===== src/rtl/vec_ctrl_seq_if.sv =====
// Purpose : instruction handshake + datapath control bundle for vec_ctrl_seq.
// Ports   : slave = sequencer side (takes opcode/valid/zero/mem_ready, drives controls),
//           master = instruction source / datapath side (mirror image).
interface vec_ctrl_seq_if #(
    parameter int VLEN  = 8,
    parameter int LANES = 2
);
    localparam int BEATS = VLEN / LANES;
    localparam int BW    = (BEATS > 1) ? $clog2(BEATS) : 1;

    logic [3:0]    opcode;
    logic          instr_valid;
    logic          instr_ready;
    logic          zero;
    logic          mem_ready;
    logic          mux_pc;
    logic          pc_en;
    logic          sca_reg_w;
    logic          vec_reg_w;
    logic          sca_mux_exe;
    logic          sca_alu_op;
    logic          vec_alu_op;
    logic          w_mem;
    logic          r_mem;
    logic          sca_reg_wd;
    logic          vec_reg_wd;
    logic          vec_reg_wfp;
    logic [BW-1:0] beat_idx;
    logic          busy;
    logic          flag_z;
    logic          illegal;

    modport slave (
        input  opcode, instr_valid, zero, mem_ready,
        output instr_ready, mux_pc, pc_en, sca_reg_w, vec_reg_w, sca_mux_exe,
               sca_alu_op, vec_alu_op, w_mem, r_mem, sca_reg_wd, vec_reg_wd,
               vec_reg_wfp, beat_idx, busy, flag_z, illegal
    );

    modport master (
        output opcode, instr_valid, zero, mem_ready,
        input  instr_ready, mux_pc, pc_en, sca_reg_w, vec_reg_w, sca_mux_exe,
               sca_alu_op, vec_alu_op, w_mem, r_mem, sca_reg_wd, vec_reg_wd,
               vec_reg_wfp, beat_idx, busy, flag_z, illegal
    );
endinterface


===== src/rtl/vec_ctrl_seq.sv =====
// Purpose : scalar/vector instruction sequencer (FETCH -> EXEC or VEC beats -> FETCH).
// Latency : scalar 2 cycles accept-to-ready; ALU vector BEATS+1; memory vector sum(beat waits)+1.
// Backpr. : instr_ready only in FETCH; memory beats stall until mem_ready.
// Ports   : i_clk, i_rst (async, active-low), io_bus (vec_ctrl_seq_if.slave).
module vec_ctrl_seq #(
    parameter int VLEN  = 8,
    parameter int LANES = 2   // VLEN must be a multiple of LANES
) (
    input  logic          i_clk,
    input  logic          i_rst,
    vec_ctrl_seq_if.slave io_bus
);
    localparam int BEATS = VLEN / LANES;
    localparam int BW    = (BEATS > 1) ? $clog2(BEATS) : 1;
    localparam logic [BW-1:0] LAST_BEAT = BW'(BEATS - 1);

    localparam logic [3:0] OP_SUM   = 4'b0000;
    localparam logic [3:0] OP_SUMV  = 4'b0001;
    localparam logic [3:0] OP_SUMI  = 4'b0010;
    localparam logic [3:0] OP_MULFV = 4'b0011;
    localparam logic [3:0] OP_LDV   = 4'b0100;
    localparam logic [3:0] OP_STV   = 4'b0101;
    localparam logic [3:0] OP_CMP   = 4'b0110;
    localparam logic [3:0] OP_NOP   = 4'b0111;
    localparam logic [3:0] OP_JEQ   = 4'b1001;

    typedef enum logic [1:0] {S_FETCH, S_EXEC, S_VEC} state_t;

    state_t        r_state, w_state_nxt;
    logic [3:0]    r_op;
    logic [BW-1:0] r_beat, w_beat_nxt;
    logic          r_flag_z;

    logic w_accept, w_in_vec, w_mem_op, w_beat_done, w_last;
    logic w_mux_pc, w_pc_en, w_sca_reg_w, w_vec_reg_w, w_sca_mux_exe, w_sca_alu_op;
    logic w_vec_alu_op, w_w_mem, w_r_mem, w_vec_reg_wd, w_vec_reg_wfp, w_illegal;

    assign w_accept = io_bus.instr_valid && (r_state == S_FETCH);
    assign w_in_vec = (io_bus.opcode == OP_SUMV) || (io_bus.opcode == OP_MULFV) ||
                      (io_bus.opcode == OP_LDV)  || (io_bus.opcode == OP_STV);
    // ALU beats always complete; memory beats complete only on mem_ready.
    assign w_mem_op    = (r_op == OP_LDV) || (r_op == OP_STV);
    assign w_beat_done = !w_mem_op || io_bus.mem_ready;
    assign w_last      = (r_beat == LAST_BEAT);

    always_comb begin
        w_state_nxt   = r_state;
        w_beat_nxt    = r_beat;
        w_mux_pc      = 1'b0;
        w_pc_en       = 1'b0;
        w_sca_reg_w   = 1'b0;
        w_vec_reg_w   = 1'b0;
        w_sca_mux_exe = 1'b0;
        w_sca_alu_op  = 1'b0;
        w_vec_alu_op  = 1'b0;
        w_w_mem       = 1'b0;
        w_r_mem       = 1'b0;
        w_vec_reg_wd  = 1'b0;
        w_vec_reg_wfp = 1'b0;
        w_illegal     = 1'b0;
        case (r_state)
            S_FETCH: begin
                if (w_accept) begin
                    w_state_nxt = w_in_vec ? S_VEC : S_EXEC;
                    w_beat_nxt  = '0;
                end
            end
            S_EXEC: begin
                w_pc_en     = 1'b1;
                w_state_nxt = S_FETCH;
                case (r_op)
                    OP_SUM:  w_sca_reg_w = 1'b1;
                    OP_SUMI: begin
                        w_sca_reg_w   = 1'b1;
                        w_sca_mux_exe = 1'b1;
                    end
                    OP_CMP:  w_sca_alu_op = 1'b1;
                    OP_NOP:  ;
                    // Branch decision uses the flag captured by the last CMP, never the live zero.
                    OP_JEQ:  w_mux_pc = r_flag_z;
                    default: w_illegal = 1'b1;
                endcase
            end
            S_VEC: begin
                case (r_op)
                    OP_SUMV:  w_vec_reg_w = 1'b1;
                    OP_MULFV: begin
                        w_vec_reg_w   = 1'b1;
                        w_vec_alu_op  = 1'b1;
                        w_vec_reg_wfp = 1'b1;
                    end
                    OP_LDV: begin
                        w_r_mem      = 1'b1;
                        w_vec_reg_wd = 1'b1;
                        w_vec_reg_w  = io_bus.mem_ready;
                    end
                    OP_STV:   w_w_mem = 1'b1;
                    default:  ;
                endcase
                if (w_beat_done) begin
                    if (w_last) begin
                        w_pc_en     = 1'b1;
                        w_beat_nxt  = '0;
                        w_state_nxt = S_FETCH;
                    end else begin
                        w_beat_nxt = r_beat + 1'b1;
                    end
                end
            end
            default: w_state_nxt = S_FETCH;
        endcase
    end

    always_ff @(posedge i_clk or negedge i_rst) begin
        if (!i_rst) begin
            r_state  <= S_FETCH;
            r_op     <= OP_NOP;
            r_beat   <= '0;
            r_flag_z <= 1'b0;
        end else begin
            r_state <= w_state_nxt;
            r_beat  <= w_beat_nxt;
            if (w_accept) r_op <= io_bus.opcode;
            if ((r_state == S_EXEC) && (r_op == OP_CMP)) r_flag_z <= io_bus.zero;
        end
    end

    assign io_bus.instr_ready = (r_state == S_FETCH);
    assign io_bus.busy        = (r_state != S_FETCH);
    assign io_bus.beat_idx    = r_beat;
    assign io_bus.flag_z      = r_flag_z;
    assign io_bus.mux_pc      = w_mux_pc;
    assign io_bus.pc_en       = w_pc_en;
    assign io_bus.sca_reg_w   = w_sca_reg_w;
    assign io_bus.vec_reg_w   = w_vec_reg_w;
    assign io_bus.sca_mux_exe = w_sca_mux_exe;
    assign io_bus.sca_alu_op  = w_sca_alu_op;
    assign io_bus.vec_alu_op  = w_vec_alu_op;
    assign io_bus.w_mem       = w_w_mem;
    assign io_bus.r_mem       = w_r_mem;
    // No instruction in this ISA writes memory data into the scalar file.
    assign io_bus.sca_reg_wd  = 1'b0;
    assign io_bus.vec_reg_wd  = w_vec_reg_wd;
    assign io_bus.vec_reg_wfp = w_vec_reg_wfp;
    assign io_bus.illegal     = w_illegal;
endmodule


===== src/flat_wrapper.sv =====
// flat-port wrapper written by rule: the top's interface ports become plain ports
module vec_ctrl_seq_flat 
#(
    parameter int VLEN  = 8,
    parameter int LANES = 2                                      
)
  (i_clk, i_rst, io_bus_opcode, io_bus_instr_valid, io_bus_zero, io_bus_mem_ready, io_bus_instr_ready, io_bus_mux_pc, io_bus_pc_en, io_bus_sca_reg_w, io_bus_vec_reg_w, io_bus_sca_mux_exe, io_bus_sca_alu_op, io_bus_vec_alu_op, io_bus_w_mem, io_bus_r_mem, io_bus_sca_reg_wd, io_bus_vec_reg_wd, io_bus_vec_reg_wfp, io_bus_beat_idx, io_bus_busy, io_bus_flag_z, io_bus_illegal);
  vec_ctrl_seq_if #(.VLEN(VLEN), .LANES(LANES)) io_bus_i ();
  input  logic i_clk;
  input  logic i_rst;
  input wire logic [$bits(io_bus_i.opcode)-1:0] io_bus_opcode;
  input wire logic [$bits(io_bus_i.instr_valid)-1:0] io_bus_instr_valid;
  input wire logic [$bits(io_bus_i.zero)-1:0] io_bus_zero;
  input wire logic [$bits(io_bus_i.mem_ready)-1:0] io_bus_mem_ready;
  output wire logic [$bits(io_bus_i.instr_ready)-1:0] io_bus_instr_ready;
  output wire logic [$bits(io_bus_i.mux_pc)-1:0] io_bus_mux_pc;
  output wire logic [$bits(io_bus_i.pc_en)-1:0] io_bus_pc_en;
  output wire logic [$bits(io_bus_i.sca_reg_w)-1:0] io_bus_sca_reg_w;
  output wire logic [$bits(io_bus_i.vec_reg_w)-1:0] io_bus_vec_reg_w;
  output wire logic [$bits(io_bus_i.sca_mux_exe)-1:0] io_bus_sca_mux_exe;
  output wire logic [$bits(io_bus_i.sca_alu_op)-1:0] io_bus_sca_alu_op;
  output wire logic [$bits(io_bus_i.vec_alu_op)-1:0] io_bus_vec_alu_op;
  output wire logic [$bits(io_bus_i.w_mem)-1:0] io_bus_w_mem;
  output wire logic [$bits(io_bus_i.r_mem)-1:0] io_bus_r_mem;
  output wire logic [$bits(io_bus_i.sca_reg_wd)-1:0] io_bus_sca_reg_wd;
  output wire logic [$bits(io_bus_i.vec_reg_wd)-1:0] io_bus_vec_reg_wd;
  output wire logic [$bits(io_bus_i.vec_reg_wfp)-1:0] io_bus_vec_reg_wfp;
  output wire logic [$bits(io_bus_i.beat_idx)-1:0] io_bus_beat_idx;
  output wire logic [$bits(io_bus_i.busy)-1:0] io_bus_busy;
  output wire logic [$bits(io_bus_i.flag_z)-1:0] io_bus_flag_z;
  output wire logic [$bits(io_bus_i.illegal)-1:0] io_bus_illegal;
  assign io_bus_i.opcode = io_bus_opcode;
  assign io_bus_i.instr_valid = io_bus_instr_valid;
  assign io_bus_i.zero = io_bus_zero;
  assign io_bus_i.mem_ready = io_bus_mem_ready;
  assign io_bus_instr_ready = io_bus_i.instr_ready;
  assign io_bus_mux_pc = io_bus_i.mux_pc;
  assign io_bus_pc_en = io_bus_i.pc_en;
  assign io_bus_sca_reg_w = io_bus_i.sca_reg_w;
  assign io_bus_vec_reg_w = io_bus_i.vec_reg_w;
  assign io_bus_sca_mux_exe = io_bus_i.sca_mux_exe;
  assign io_bus_sca_alu_op = io_bus_i.sca_alu_op;
  assign io_bus_vec_alu_op = io_bus_i.vec_alu_op;
  assign io_bus_w_mem = io_bus_i.w_mem;
  assign io_bus_r_mem = io_bus_i.r_mem;
  assign io_bus_sca_reg_wd = io_bus_i.sca_reg_wd;
  assign io_bus_vec_reg_wd = io_bus_i.vec_reg_wd;
  assign io_bus_vec_reg_wfp = io_bus_i.vec_reg_wfp;
  assign io_bus_beat_idx = io_bus_i.beat_idx;
  assign io_bus_busy = io_bus_i.busy;
  assign io_bus_flag_z = io_bus_i.flag_z;
  assign io_bus_illegal = io_bus_i.illegal;
  vec_ctrl_seq #(.VLEN(VLEN), .LANES(LANES)) u_core (.i_clk(i_clk), .i_rst(i_rst), .io_bus(io_bus_i));
endmodule

===== config.mk =====
export PLATFORM = sky130hd
export DESIGN_NAME = vec_ctrl_seq_flat
export DESIGN_NICKNAME = d
export VERILOG_FILES = /design/src/rtl/vec_ctrl_seq_if.sv /design/src/rtl/vec_ctrl_seq.sv /design/src/flat_wrapper.sv
export SDC_FILE = /design/constraint.sdc
export NUM_CORES = 1
export LEC_CHECK = 0
export CORE_UTILIZATION = 36
export CTS_CLUSTER_SIZE = 20
export DETAILED_ROUTE_END_ITERATION = 8
export GPL_TIMING_DRIVEN = 0
export MAX_ROUTING_LAYER = met4
export PLACE_DENSITY = 0.76
export RECOVER_POWER = 50
export SLEW_MARGIN = 20
export SYNTH_ARGS = -nofsm -noshare
export SYNTH_HDL_FRONTEND = slang
export SYNTH_SLANG_ARGS = --single-unit

===== constraint.sdc =====
create_clock -name i_clk -period 2.3 [get_ports i_clk]
set_input_delay 0.23 -clock i_clk [delete_from_list [all_inputs] [get_ports i_clk]]
set_output_delay 0.23 -clock i_clk [all_outputs]
set_load 0.05 [all_outputs]

; Word-level counts from Yosys, hierarchy flattened
; Cells that the tools add are included.
; Widths: inputs -> output; s select.
[totals]
reg_bits = 9
input_bits = 9
out_inout_bits = 18
[op_classes]
n_addsub = 1
n_eq_ne = 18
mux = 30
n_reduce_logical = 17
[op_table]
columns = operator, count
row1 = $eq 4x3->1 const B, 6
row2 = $mux 1, 19
row3 = $mux 2, 7
row4 = $eq 4x2->1 const B, 3
row5 = $eq 4x1->1 const B, 2
row6 = $pmux 2 s2, 2
row7 = $ne 2x1->1 const B, 3
row8 = $reduce_and 3->1, 2
row9 = $logic_or 1x1->1, 5
row10 = $reduce_or 5->1, 1
row11 = $eq 2x2->1 const B, 2
row12 = $eq 4x4->1 const B, 1
row13 = $logic_not 4->1, 1
row14 = $pmux 1 s2, 2
row15 = $reduce_bool 2->1, 2
row16 = $reduce_or 2->1, 2
row17 = $add 2x1->2 const B, 1
row18 = $eq 2x1->1 const B, 1
row19 = $logic_and 1x1->1, 2
row20 = $logic_not 2->1, 1
row21 = $logic_not 1->1, 1

; Logic depth before layout (Yosys ltp)
; Gate-level depths: netlist of run 1.
[depth]
word_depth = 7
depth_mapped = 6

; Worst setup path before layout of run 1
; No wires, ideal clock.
[synth_timing]
path_type = register -> output
start = reg u_core.r_state[0]
end = out io_bus_vec_reg_wfp
arrival_time_ps = 2878
t_required_ps = 2070
slack_ps = -808
path_stages_with_launch = 6
n_path_buf = 1
path_cell_list = dfrtp_1 inv_1 ha_1 inv_2 nor4b_1 buf_4
[synth_between]
elab_chain_len = 2
[synth_lines]
columns = item, line
row1 = from (decl), vec_ctrl_seq.sv:29  ; state_t r_state, w_state_nxt;
row2 = from (signal assigned), vec_ctrl_seq.sv:121  ; r_state <= w_state_nxt;
row3 = $eq 2x2->1, n/a
row4 = $mux 1, n/a
row5 = to (decl), flat_wrapper.sv:27  ; output wire logic [$bits(io_bus_i.vec_reg_wfp)-1:0] io_bus_vec_reg_wfp;
; Every way passes these cells.

; Worst setup path after layout of run 1
[layout_timing]
start = reg u_core.r_state[0]
end = out io_bus_r_mem
[layout_between]
elab_chain_len = 2
[layout_lines]
columns = item, line
row1 = $eq 2x2->1, vec_ctrl_seq.sv:61  ; case (r_state)
row2 = $mux 1, vec_ctrl_seq.sv:61
row3 = to (decl), flat_wrapper.sv:24  ; output wire logic [$bits(io_bus_i.r_mem)-1:0] io_bus_r_mem;
; Every way passes these cells.

==> run summary, run 1 <==
status -> finished clean
first-pass GRT wire length -> 2.55 mm
Worst path slowest cell -> or4b_4
ranking of synthesized cells by area -> dfrtp_1 (23%), dfstp_2 (12%), mux2_2 (8.7%), ha_1 (7.7%), nor2_1 (4.6%)
Post-DRT Antenna Nets -> 0
Period minus WS final -> 2200 ps
area added between synthesis and finish -> 47.7%
simple-gate portion of the synthesized area -> 24.3%
DR vias -> 639
drc violations -> 0
XOR/XNOR share of the synthesized area -> 0%
post-synth top area share -> 23.2%
average cell area after synthesis -> 9.13 um2
DP Cell Count -> 120
Leakage -> 0.454 nW
Critical Path AT -> 1970 ps
Antenna diodes -> 0
Rel. slew slack -> 58.5%
Initial Util -> 40.7%
cell count of the worst reg-to-reg path -> 6
WP buf/inv -> 3
Remaining Overflow, GRT -> 0
DRT iter0 DRCs -> 11
clk root buf -> clkbuf_4
Max FO, Critical Path -> 7
WL/cell -> 12.2 um
CTS resizes -> 19
post-layout util -> 60.0%
Rows -> 14
Die ar. -> 1970 um2
final hold violations -> 0
post-synthesis register bit count -> 9
GP Congestion -> 0.781
startpoint class of the critical path -> flip-flop
buffers added on ports -> 25
yosys warns -> 0
Tot Pwr -> 1.23 mW
CTS tree -> done
Clock Sinks -> 9
first drt pass iteration count -> 4
Die W -> 44.4 um
Worst EP required -> 2070 ps
chip height -> 44.4 um
CP top delay family -> simple AND/OR/NAND/NOR gates
Cells after Synth -> 71
r2r startpoint -> u_core.r_state[0]
cells along the critical path -> inv_1 > ha_2 > inv_2 > or4b_4 > nor2_2 > buf_2
Synth area leader -> dfrtp_1
f_max -> 455 MHz
worst hold path class -> in -> async
IR drop worst, VDD -> 820 uV
clock latency on the worst-skew pair -> 260 ps
synthesized area -> 648 um2
FF-to-FF End -> u_core.r_state[0]
CP Capture Type -> output pin
register-to-register setup slack -> 480 ps
leading cell types in the layout, fill and taps excluded -> clkdlybuf4s50_1 (12), nor2_1 (7), dfrtp_1 (6)
Compound-Gate Fraction of Synth Area -> 15.3%
vias in the first global route -> 608
period utilisation layout -> 95.5%
Core ar. -> 1590 um2
H-tree depth -> 1
Total Neg Setup Slack -> 0 ps
worst slew pin tran -> 614 ps
cts hold-fix bufs -> 0
largest net degree at the start of global routing -> 11
syn_nets -> 84
Clock Tree Buf Depth -> 2
total CTS buffers -> 3
total length of routed wires -> 1.51 mm
clk_skew -> 6.52 ps
post-CTS setup buffers -> 0
post-synthesis mux area share -> 8.69%
CTS clock-pin slew for the worst setup and hold paths -> 60 ps
GRT Overall Usage -> 18.9%
most common cell after layout, fill and taps aside -> clkdlybuf4s50_1
fraction of layout cells with a size suffix above 1 -> 25.0%
Setup CP Type -> reg -> out
Max-Cap Viols -> 0
adder-cell share of the synthesized area -> 7.72%
io pins -> 27
vias per cell -> 5.15
Worst path max stage delay -> 560 ps
sequential area share after synthesis -> 35.3%
post-synth cell types -> 29
RSZ-0062 raised after global routing -> no
Final Max Slew Viols -> 0
pwr/cell area -> 1290 nW/um2
main combinational cell family by area after synthesis -> simple AND/OR/NAND/NOR gates
# setup viols final -> 0
final-stage net count -> 114
worst-case hold slack -> 328 ps
Non-Filler Instances -> 124
initial antenna violation count -> 0
report_power, final:
group          total, mW  internal [mW]  switching [mW]
Sequential         0.337          0.247          0.0906
Clock              0.121         0.0668          0.0538
Combinational      0.775          0.290           0.485
Total               1.23          0.603           0.630
worst reg2reg max path, cell delays in order, from the launching register on:
cell and delay, ps:
dfrtp_1 380, inv_1 100, ha_2 210, inv_2 80
or4b_4 560, o221a_1 280, o32ai_1 120
state kept, by name (all words and copies together), names as in the netlist:
| register | flops |
|---|---|
| u_core.r_op | 4 |
| u_core.io_bus.beat_idx | 2 |
| u_core.r_state | 2 |
| u_core.io_bus.flag_z | 1 |
cell type report:
class                           instances  area (um2)
Fill cell                             149         637
Buffer                                  4        33.8
Multi-Input combinational cell         53         383
Sequential cell                         9         229
Inverter                                5        18.8
Timing Repair Buffer                   25         236
Tap cell                               24        30.0
Clock buffer                            4        26.3
per-layer routing:
metal	track usage, %	routed length [um]
met4	17.6	65
met3	2.04	48
met2	29.1	758
met1	21.1	634
met5	-	0
how the worst max path moves through the flow:
stage	from	endpoint	slack, ps	depth (start not counted)
after CTS	u_core.r_state[1]	io_bus_sca_alu_op	8	5
after floorplan	u_core.r_state[0]	io_bus_vec_reg_wfp	-8	5
after detailed placement	u_core.r_state[0]	io_bus_vec_reg_wd	-250	7
after global routing	u_core.r_state[1]	io_bus_mux_pc	7	5
after global placement	u_core.r_state[0]	io_bus_vec_reg_wd	-230	7
final	u_core.r_state[0]	io_bus_r_mem	100	6
metrics by stage:
| stage | setup slack (ps) | area, um2 |
|---|---|---|
| 2_1_floorplan | -8.40 | 662 |
| 3_3_place_gp | -225 | 942 |
| 3_5_place_dp | -249 | 942 |
| 4_1_cts | 7.69 | 948 |
| 5_1_grt | 7.48 | 957 |
| 6_report | 104 | 957 |
synth_stat cells:
cell,n
mux2_2,5
nand2b_1,2
a211oi_1,2
o211a_1,1
dfstp_2,3
a21oi_1,3
nor4_1,1
o21ai_0,5
nor3_1,1
nand2_1,4
nor2_1,8
nand3_1,3
and2_1,1
nor2b_1,3
nor4b_1,2
inv_2,1
inv_1,4
or4b_4,1
o32ai_1,1
buf_6,1
ha_1,4
nand3b_1,1
a31oi_1,1
o221a_1,1
or4b_1,1
dfrtp_1,6
conb_1,1
buf_4,3
a22oi_1,1
cell families (layout without fill, tap and decap cells):
| family | after synthesis | in the layout |
|---|---|---|
| buf+inv | 9 | 38 |
| fa+ha+maj | 4 | 4 |
| simple gates | 28 | 28 |
| compound gates | 15 | 15 |
| flops | 9 | 9 |
| other cells | 1 | 1 |
| mux | 5 | 5 |
No activity file was read; power rests on OpenSTA's default activity.
==> run 2, diff against run 1 <==
--- a/config.mk
+++ b/config.mk
@@ -8,7 +8,6 @@
 export CORE_UTILIZATION = 36
 export CTS_CLUSTER_SIZE = 20
 export DETAILED_ROUTE_END_ITERATION = 8
-export GPL_TIMING_DRIVEN = 0
 export MAX_ROUTING_LAYER = met4
 export PLACE_DENSITY = 0.76
 export RECOVER_POWER = 50
==> run 2 against run 1 <==
Net effect:
- via count is 1.4% lower
- utilization is 0.47 points higher
- global-route usage shrank 0.10 points
- total power decreased by 0.54%
- final area grew 0.78%
==> run summary, run 2 (synthesis results as in run 1) <==
status -> finished clean
pwr/cell area -> 1270 nW/um2 (-1.3%)
Remaining Overflow, GRT -> 0 (unchanged)
Worst EP required -> 2070 ps (about the same)
first drt pass iteration count -> 4 (unchanged)
DR vias -> 630 (-1.4%)
RSZ-0062 raised after global routing -> no
final hold violations -> 0 (unchanged)
finished layout cell area -> 965 um2 (+0.78%)
CTS clock-pin slew for the worst setup and hold paths -> 60 ps (about the same)
final-stage net count -> 110 (-3.5%)
# setup viols final -> 0 (unchanged)
drc violations -> 0 (unchanged)
post-detail-place hpwl -> 1.22 mm
Core ar. -> 1590 um2 (unchanged)
Critical Path AT -> 1940 ps (-30 ps)
area occupied by multi-input gates -> 388 um2 (+1.3%)
GP Congestion -> 0.763 (-2.3%)
CTS resizes -> 0 (-19)
first-pass GRT wire length -> 2.56 mm (+0.51%)
Clock Tree Buf Depth -> 2 (unchanged)
Die W -> 44.4 um (unchanged)
WP buf/inv -> 3 (unchanged)
Final Max Slew Viols -> 0 (unchanged)
period utilisation layout -> 94.6% (-0.94 points)
Reg area -> 229 um2 (unchanged)
startpoint class of the critical path -> flip-flop
Rel. slew slack -> 55.5% (-3.0 points)
area added between synthesis and finish -> 48.8%
Clock Sinks -> 9 (unchanged)
IR drop worst, VDD -> 767 uV (-6.5%)
initial antenna violation count -> 0 (unchanged)
Die ar. -> 1970 um2 (unchanged)
WL/cell -> 12.1 um (-0.37%)
Tot Pwr -> 1.23 mW (-0.54%)
vias in the first global route -> 603 (-0.82%)
Leakage -> 0.454 nW (about the same)
Non-Filler Instances -> 120 (-3.2%)
Initial Util -> 40.7% (unchanged)
Fillers -> 142 (-4.7%)
post-CTS setup buffers -> 0 (unchanged)
chip height -> 44.4 um (unchanged)
clock latency on the worst-skew pair -> 250 ps (about the same)
vias per cell -> 5.25 (+1.9%)
Max-Cap Viols -> 0 (unchanged)
clk_skew -> 1.65 ps (-4.87 ps)
Period minus WS final -> 2170 ps (-21.6 ps)
total CTS buffers -> 3 (unchanged)
Max FO, Critical Path -> 7 (unchanged)
DP Cell Count -> 116 (-3.3%)
H-tree depth -> 1 (unchanged)
CP Capture Type -> output pin
worst slew pin tran -> 658 ps (+44.5 ps)
leading cell types in the layout, fill and taps excluded -> clkdlybuf4s50_1 (10), nor2_1 (6), buf_4 (6), dfrtp_1 (6)
Worst path max stage delay -> 580 ps (+20 ps)
cells along the critical path -> inv_1 > ha_1 > inv_2 > or4b_4 > nor2_4 > buf_12
Biggest register -> u_core.r_op
Worst path slowest cell -> or4b_4
GRT Overall Usage -> 18.8% (-0.10 points)
Largest register FFs -> 4 (unchanged)
CTS tree -> done
Rows -> 14 (unchanged)
Antenna diodes -> 0 (unchanged)
Setup CP Type -> reg -> out
total length of routed wires -> 1.45 mm (-3.6%)
most common cell after layout, fill and taps aside -> clkdlybuf4s50_1
DP Area -> 923 um2 (-2.0%)
DRT iter0 DRCs -> 8 (-3)
CP top delay family -> simple AND/OR/NAND/NOR gates
Post-DRT Antenna Nets -> 0 (unchanged)
io pins -> 27 (unchanged)
buffers added on ports -> 25 (unchanged)
f_max -> 460 MHz (+0.99%)
worst hold path class -> in -> async
cts hold-fix bufs -> 0 (unchanged)
largest net degree at the start of global routing -> 11 (unchanged)
clk root buf -> clkbuf_4
fraction of layout cells with a size suffix above 1 -> 26.0% (+1.0 points)
-- run 2: changes by cell type in the layout (fill, tap and decap cells not counted), sizes merged --
cell / before / now
clkbuf: 6 / 4
dlygate4sd3: 2 / 3
buf: 7 / 9
dlygate4sd2: 4 / 0
clkdlybuf4s50: 12 / 10
dlymetal6s2s: 2 / 3
-- run 2: final timing paths --
kind,start,to,slack (ps),cells after the start
setup / recovery,u_core.r_state[0],io_bus_vec_reg_wd,130,6
hold / removal,i_rst,u_core.r_state[0],330,1
setup reg to reg,u_core.r_state[0],u_core.r_state[0],450,6
hold reg to reg,u_core.io_bus.flag_z,u_core.io_bus.flag_z,540,1
max in group asynchronous,i_rst,u_core.r_op[0],1660,1
min in group i_clk,u_core.io_bus.flag_z,u_core.io_bus.flag_z,540,1
-- run 2: worst register-to-register path, stage by stage, from the launching register on --
cell and delay, ps:
dfrtp_1 380, inv_1 110, ha_1 220, inv_2 90, or4b_4 580, o221a_1 270
o32ai_1 120
-- run 2: power by group --
group	internal [mW]	total [mW]	switching, mW
logic	0.282	0.746	0.463
registers	0.247	0.364	0.117
clock network	0.0665	0.116	0.0498
-- run 2: per-stage QoR --
stage | worst slack [ps] | hold WS, ps | TNS, ps | util (%)
floorplan | -8.40 | -65.6 | -8.40 | -
global placement | 371 | 525 | 0 | 57.9
detailed placement | 307 | 547 | 0 | 57.9
CTS | 20.5 | 273 | 0 | 59.6
global route | 42.8 | 369 | 0 | 60.5
finish | 125 | 330 | 0 | 60.5
-- run 2: routing by layer --
metal	vias up	wire length, um	global-route usage [%]
met4	0	40	13.3
met5	-	0	-
li1	309	-	-
met1	288	597	21.0
met3	6	89	3.67
met2	27	726	29.7
-- run 2: final cells by class --
class                   count  area share (%)
inverters                   5            1.95
well taps                  24            3.11
flip-flops and latches      9            23.7
repair buffers             25            28.3
multi-input cells          53            40.2
clock buffers               4            2.72
